`config.mk`:
```
export PLATFORM = sky130hd
export DESIGN_NAME = exec_sequencer
export DESIGN_NICKNAME = d
export VERILOG_FILES = /design/src/rtl/cpu_pkg.sv /design/src/rtl/exec_sequencer.sv
export SDC_FILE = /design/constraint.sdc
export NUM_CORES = 1
export LEC_CHECK = 0
export CORE_ASPECT_RATIO = 1.25
export CORE_UTILIZATION = 49
export CTS_CLUSTER_DIAMETER = 80
export DETAILED_ROUTE_END_ITERATION = 12
export GPL_ROUTABILITY_DRIVEN = 0
export PLACE_DENSITY = 0.95
export SLEW_MARGIN = 20
export SYNTH_ARGS = -nofsm -noshare
export SYNTH_HDL_FRONTEND = slang
export SYNTH_SLANG_ARGS = --single-unit
export TNS_END_PERCENT = 30
```
`constraint.sdc`:
```
create_clock -name clk -period 3.97 [get_ports clk]
set_input_delay 0.794 -clock clk [delete_from_list [all_inputs] [get_ports clk]]
set_output_delay 0.794 -clock clk [all_outputs]
set_load 0.005 [all_outputs]
```
`src/rtl/cpu_pkg.sv`:
```
// Shared types and constants for the fetch/execute sequencer.
package cpu_pkg;

    localparam int unsigned WORD_W = 16;
    localparam int unsigned CI_BIT = 15;

    typedef enum logic [1:0] {
        FETCH = 2'd0,
        LOAD  = 2'd1,
        EXEC  = 2'd2,
        STORE = 2'd3
    } state_t;

endpackage

```
`src/rtl/exec_sequencer.sv`:
```
// Fetch/load/execute/store sequencer owning PC, A and D; consumes control_unit results.
module exec_sequencer
    import cpu_pkg::*;
#(
    parameter logic [15:0] RESET_PC = 16'h0000,
    parameter int unsigned CNT_W    = 32
) (
    input  logic              clk,
    input  logic              rst_n,
    output logic              imem_req,
    output logic [WORD_W-1:0] imem_addr,
    input  logic              imem_ack,
    input  logic [WORD_W-1:0] imem_rdata,
    output logic              dmem_req,
    output logic              dmem_we,
    output logic [WORD_W-1:0] dmem_addr,
    output logic [WORD_W-1:0] dmem_wdata,
    input  logic              dmem_ack,
    input  logic [WORD_W-1:0] dmem_rdata,
    output logic [WORD_W-1:0] instr,
    output logic [WORD_W-1:0] dat_a,
    output logic [WORD_W-1:0] dat_d,
    output logic [WORD_W-1:0] dat_dref_a,
    input  logic [WORD_W-1:0] dat_r,
    input  logic              a,
    input  logic              d,
    input  logic              dref_a,
    input  logic              j,
    output logic [WORD_W-1:0] pc,
    output logic [CNT_W-1:0]  retired
);

    state_t              r_state;
    state_t              w_next;
    logic                r_imem_req;
    logic                r_dmem_req;
    logic                r_dmem_we;
    logic [WORD_W-1:0]   r_pc;
    logic [WORD_W-1:0]   r_a;
    logic [WORD_W-1:0]   r_d;
    logic [WORD_W-1:0]   r_instr;
    logic [WORD_W-1:0]   r_dref;
    logic [WORD_W-1:0]   r_wbuf;
    logic                r_ca;
    logic                r_cd;
    logic                r_cj;
    logic [CNT_W-1:0]    r_ret;

    logic                w_commit;
    logic                w_latch;
    logic [WORD_W-1:0]   w_cr;
    logic                w_ca;
    logic                w_cd;
    logic                w_cj;

    // Next state plus commit selection: live control_unit flags in EXEC, latched copies in STORE.
    always_comb begin
        w_next   = r_state;
        w_commit = 1'b0;
        w_latch  = 1'b0;
        w_cr     = dat_r;
        w_ca     = a;
        w_cd     = d;
        w_cj     = j;
        case (r_state)
            FETCH: begin
                if (r_imem_req && imem_ack) begin
                    w_next = imem_rdata[CI_BIT] ? LOAD : EXEC;
                end
            end
            LOAD: begin
                if (r_dmem_req && dmem_ack) begin
                    w_next = EXEC;
                end
            end
            EXEC: begin
                if (dref_a) begin
                    w_latch = 1'b1;
                    w_next  = STORE;
                end else begin
                    w_commit = 1'b1;
                    w_next   = FETCH;
                end
            end
            STORE: begin
                w_cr = r_wbuf;
                w_ca = r_ca;
                w_cd = r_cd;
                w_cj = r_cj;
                if (r_dmem_req && dmem_ack) begin
                    w_commit = 1'b1;
                    w_next   = FETCH;
                end
            end
            default: w_next = FETCH;
        endcase
    end

    // Requests are registered from the next state so a zero-wait ack chains without bubbles.
    always_ff @(posedge clk or negedge rst_n) begin
        if (!rst_n) begin
            r_state    <= FETCH;
            r_imem_req <= 1'b0;
            r_dmem_req <= 1'b0;
            r_dmem_we  <= 1'b0;
            r_pc       <= RESET_PC;
            r_a        <= '0;
            r_d        <= '0;
            r_instr    <= '0;
            r_dref     <= '0;
            r_wbuf     <= '0;
            r_ca       <= 1'b0;
            r_cd       <= 1'b0;
            r_cj       <= 1'b0;
            r_ret      <= '0;
        end else begin
            r_state    <= w_next;
            r_imem_req <= (w_next == FETCH);
            r_dmem_req <= (w_next == LOAD) || (w_next == STORE);
            r_dmem_we  <= (w_next == STORE);
            if ((r_state == FETCH) && r_imem_req && imem_ack) begin
                r_instr <= imem_rdata;
            end
            if ((r_state == LOAD) && r_dmem_req && dmem_ack) begin
                r_dref <= dmem_rdata;
            end
            if (w_latch) begin
                r_wbuf <= dat_r;
                r_ca   <= a;
                r_cd   <= d;
                r_cj   <= j;
            end
            // Jump target is the pre-commit A even when A is also written.
            if (w_commit) begin
                if (w_ca) begin
                    r_a <= w_cr;
                end
                if (w_cd) begin
                    r_d <= w_cr;
                end
                r_pc  <= w_cj ? r_a : (r_pc + WORD_W'(1));
                r_ret <= r_ret + CNT_W'(1);
            end
        end
    end

    assign imem_req   = r_imem_req;
    assign imem_addr  = r_pc;
    assign dmem_req   = r_dmem_req;
    assign dmem_we    = r_dmem_we;
    assign dmem_addr  = r_a;
    assign dmem_wdata = r_wbuf;
    assign instr      = r_instr;
    assign dat_a      = r_a;
    assign dat_d      = r_d;
    assign dat_dref_a = r_dref;
    assign pc         = r_pc;
    assign retired    = r_ret;

endmodule
```
==> results.toml <==
[synth]
synth-xor-area-share_pct = 4.685
synth_area_um2 = 6142
yosys.area_share.simple_pct = 13.10
synthTopCellsByArea = "dfrtp_1, mux2_2, buf_4"
synthFlopType = "dfrtp_1"
synthMuxAreaShare_pct = 12.69
synthArstFlopShare_pct = 100.0
synth_compound_area_share_pct = 7.700
yosysTopAreaCell = "dfrtp_1"
seq_area_frac_synth_pct = 55.00
yosysUniqueCellTypes = 53
synth_fa_ha_area_share_pct = 0.4074
synth_top_family_by_area = "simple AND/OR/NAND/NOR gates"
yosys_warnings = 0
synth-edff-count = 0
synthCells = 520
syn_avg_cell_area_um2 = 11.81
ys_ff_latch = 135
synth_top_area_share_pct = 55.00
syn_nets = 578

[timing]
fin_tns_setup_ns = 0
setup_ws_ns = 1.245
setup_viol = 0
fin_crit_ns = 2.725
finalHoldViolations = 0
fin_skew_ns = 0.01096
worst_slew_pin_slew_ns = 0.9967
finalCritPeriodShare_pct = 68.64
rsz0062_at_grt = "false"
maxSlewViolCount = 0
max_slew_margin_pct = 33.35
whs_ns = 0.4699
fmaxAchievable_ghz = 0.3670

[power_and_ir_drop]
p_clk_share_pct = 23.6
switching_power_uw = 2147
seqPwrFrac_pct = 37.0
p_leak_uw = 0.003840
p_comb_share_pct = 39.4
swShare_pct = 32.22
ir_drop_v = 0.0004897
cellPowerDensity_nw_per_um2 = 759.3
internal_power_uw = 4517

[cells_and_area]
drive_above_1_share_pct = 15.30
regArea_um2 = 3378
area_delta_synth_final_pct = 42.88
nets = 764
multiInputGateArea_um2 = 2370
antenna_cells = 0
stdcell_area_um2 = 8776
n_fill_cell = 804
final_util_pct = 72.16

[cts]
cts_resized = 0
cts_sinks = 135
cts-hold-fix-buffers = 0
clk_latency_ns = 0.42
cts_tree = "done"
cts_max_level = 4
cts_buffer_depth = 2
postCtsSetupRepairBufs = 0
numCtsBuffers = 17
cts.clk_slew.worst_paths_ns = 0.06
root_buffer = "clkbuf_16"

[global_routing]
grt_pass1_wl_um = 25150
track_usage_pct = 25.29
grt_max_degree = 102
antenna_found_initial = 0
grt_pass1_vias = 5035
grt_remaining_overflow = 0

[job]
cap_violations = 0

[worst_setup_path]
rr_endpoint = "imem_addr[11]"
r2r_cells = 5
crit_type = "reg -> reg"
cp.required_ns = 4.32
r2r_slack_ns = 1.25
worst_ep_arrival_time_ns = 3.07
cp-start-kind = "register"
cp_max_fo = 30
endpoint_kind = "register"
reg2reg_from = "r_state[1]"

[routing]
routed_wl_um = 15860
drc = 0
num_vias = 4804
drt-initial-drc-count = 400
wire_per_inst_um = 17.96
first_pass_iters = 5
drtAntennaViolNets = 0
vias_per_cell = 5.441

[die]
num_rows = 45
die_h_um = 127.2
ios = 219
die_x_um = 102.1
core_area_um2 = 12160
initial_utilization_pct = 50.50
die_area_um2 = 12990

[placed_design]
place_hpwl_um = 11430
port_buffers = 218
place_worst_setup_slack_ns = 1.162
dpl_cell_area_um2 = 8182

[status]
outcome = "finished, final reports clean"

[worst_hold_path]
hold_class = "reg -> reg"
holdPathStages = 1
holdPathEnd = "retired[31]"
hold_start = "retired[31]"
==> stage by stage <==
stage / power [uW] / std cells
floorplan: 3597 / 520
global placement: 4939 / 851
CTS: 6698 / 883
global route: 7030 / 883
detailed placement: 5081 / 851
finish: 6664 / 883
==> critical path: stages, from the launching register on <==
cell and delay [ns]:
dfrtp_1 0.54, nand2_2 0.58, mux2i_4 0.84, nand2_2 0.22, o41ai_2 0.32, a221o_1 0.15
==> flip-flops by register name (all words and copies together), names as in the netlist <==
signal and cells:
r_cd 1, dmem_wdata 16, imem_req 1, r_ca 1
r_cj 1, instr 16, r_state 2, dat_d 16
retired 32, dat_dref_a 16, imem_addr 16, dmem_we 1
dat_a 16
==> kinds of logic after synthesis <==
| kind of cell | after synthesis |
|---|---|
| DFF | 135 |
| muxes | 70 |
| adders and majority gates | 2 |
| xor gates and xnor gates | 32 |
| AOI/OAI and AO/OA | 79 |
| and+or+nand+nor | 143 |
| buffers and inverters | 59 |
==> cell usage after synthesis (3+ instances only) <==
cell type	number
dfrtp_1	135
and4_1	7
nand4_1	9
o21ai_0	37
and3_1	9
nor2_1	13
xor2_1	9
a22oi_1	3
inv_1	4
nor3_1	4
xnor2_1	22
mux2_2	53
nand2_1	64
a221o_1	3
mux2i_1	16
buf_2	10
o21ai_1	5
a21oi_1	16
buf_6	3
nand3_1	17
buf_4	36
nor3_2	3
==> placed cells by master, fill, tap and decap left out, types with 3 or more instances in the layout <==
| cell type | instances |
|---|---|
| a21oi_1 | 16 |
| a221o_1 | 3 |
| a22oi_1 | 3 |
| and3_1 | 9 |
| and4_1 | 7 |
| buf_4 | 4 |
| clkbuf_16 | 17 |
| clkdlybuf4s50_1 | 217 |
| clkinv_4 | 4 |
| clkinvlp_4 | 3 |
| dfrtp_1 | 135 |
| inv_1 | 4 |
| inv_6 | 4 |
| mux2_2 | 53 |
| mux2i_1 | 16 |
| nand2_1 | 64 |
| nand3_1 | 17 |
| nand4_1 | 9 |
| nor2_1 | 13 |
| nor3_1 | 4 |
| nor3_2 | 3 |
| o21ai_0 | 37 |
| o21ai_1 | 5 |
| xnor2_1 | 22 |
| xor2_1 | 9 |
==> worst max-delay path by stage <==
| stage | startpoint | end | cells after the start |
|---|---|---|---|
| after detailed placement | dmem_ack | dat_a[3] | 5 |
| final | r_state[1] | imem_addr[11] | 5 |
| after CTS | r_state[1] | imem_addr[11] | 5 |
| after global placement | dref_a | dmem_wdata[13] | 3 |
| after floorplan | imem_ack | instr[10] | 4 |
| after global routing | r_state[1] | imem_addr[11] | 5 |
==> power groups by stage <==
stage,Clock (uW),Sequential (uW),Combinational [uW]
after floorplan,0,2350,1240
after global placement,0,2420,2520
after detailed placement,0,2470,2610
after CTS,1590,2460,2650
after global routing,1660,2540,2830
final,1570,2470,2630
==> area by class of cell <==
class	instances	share of cell area, %
clock buffer	17	4.847
sequential	135	38.49
clock inverter	15	1.925
timing repair buffer	222	25.22
tap	164	2.338
multi-input combinational	326	27.00
inverter	4	0.1711
==> layer usage <==
layer	track usage, %	up-vias	wire length (um)
met1	28.52	2370	6035
met5	0	-	0
li1	-	2182	-
met3	5.306	39	902
met4	12.44	0	459
met2	44.73	213	8464
(Power assumes the default switching activity.)
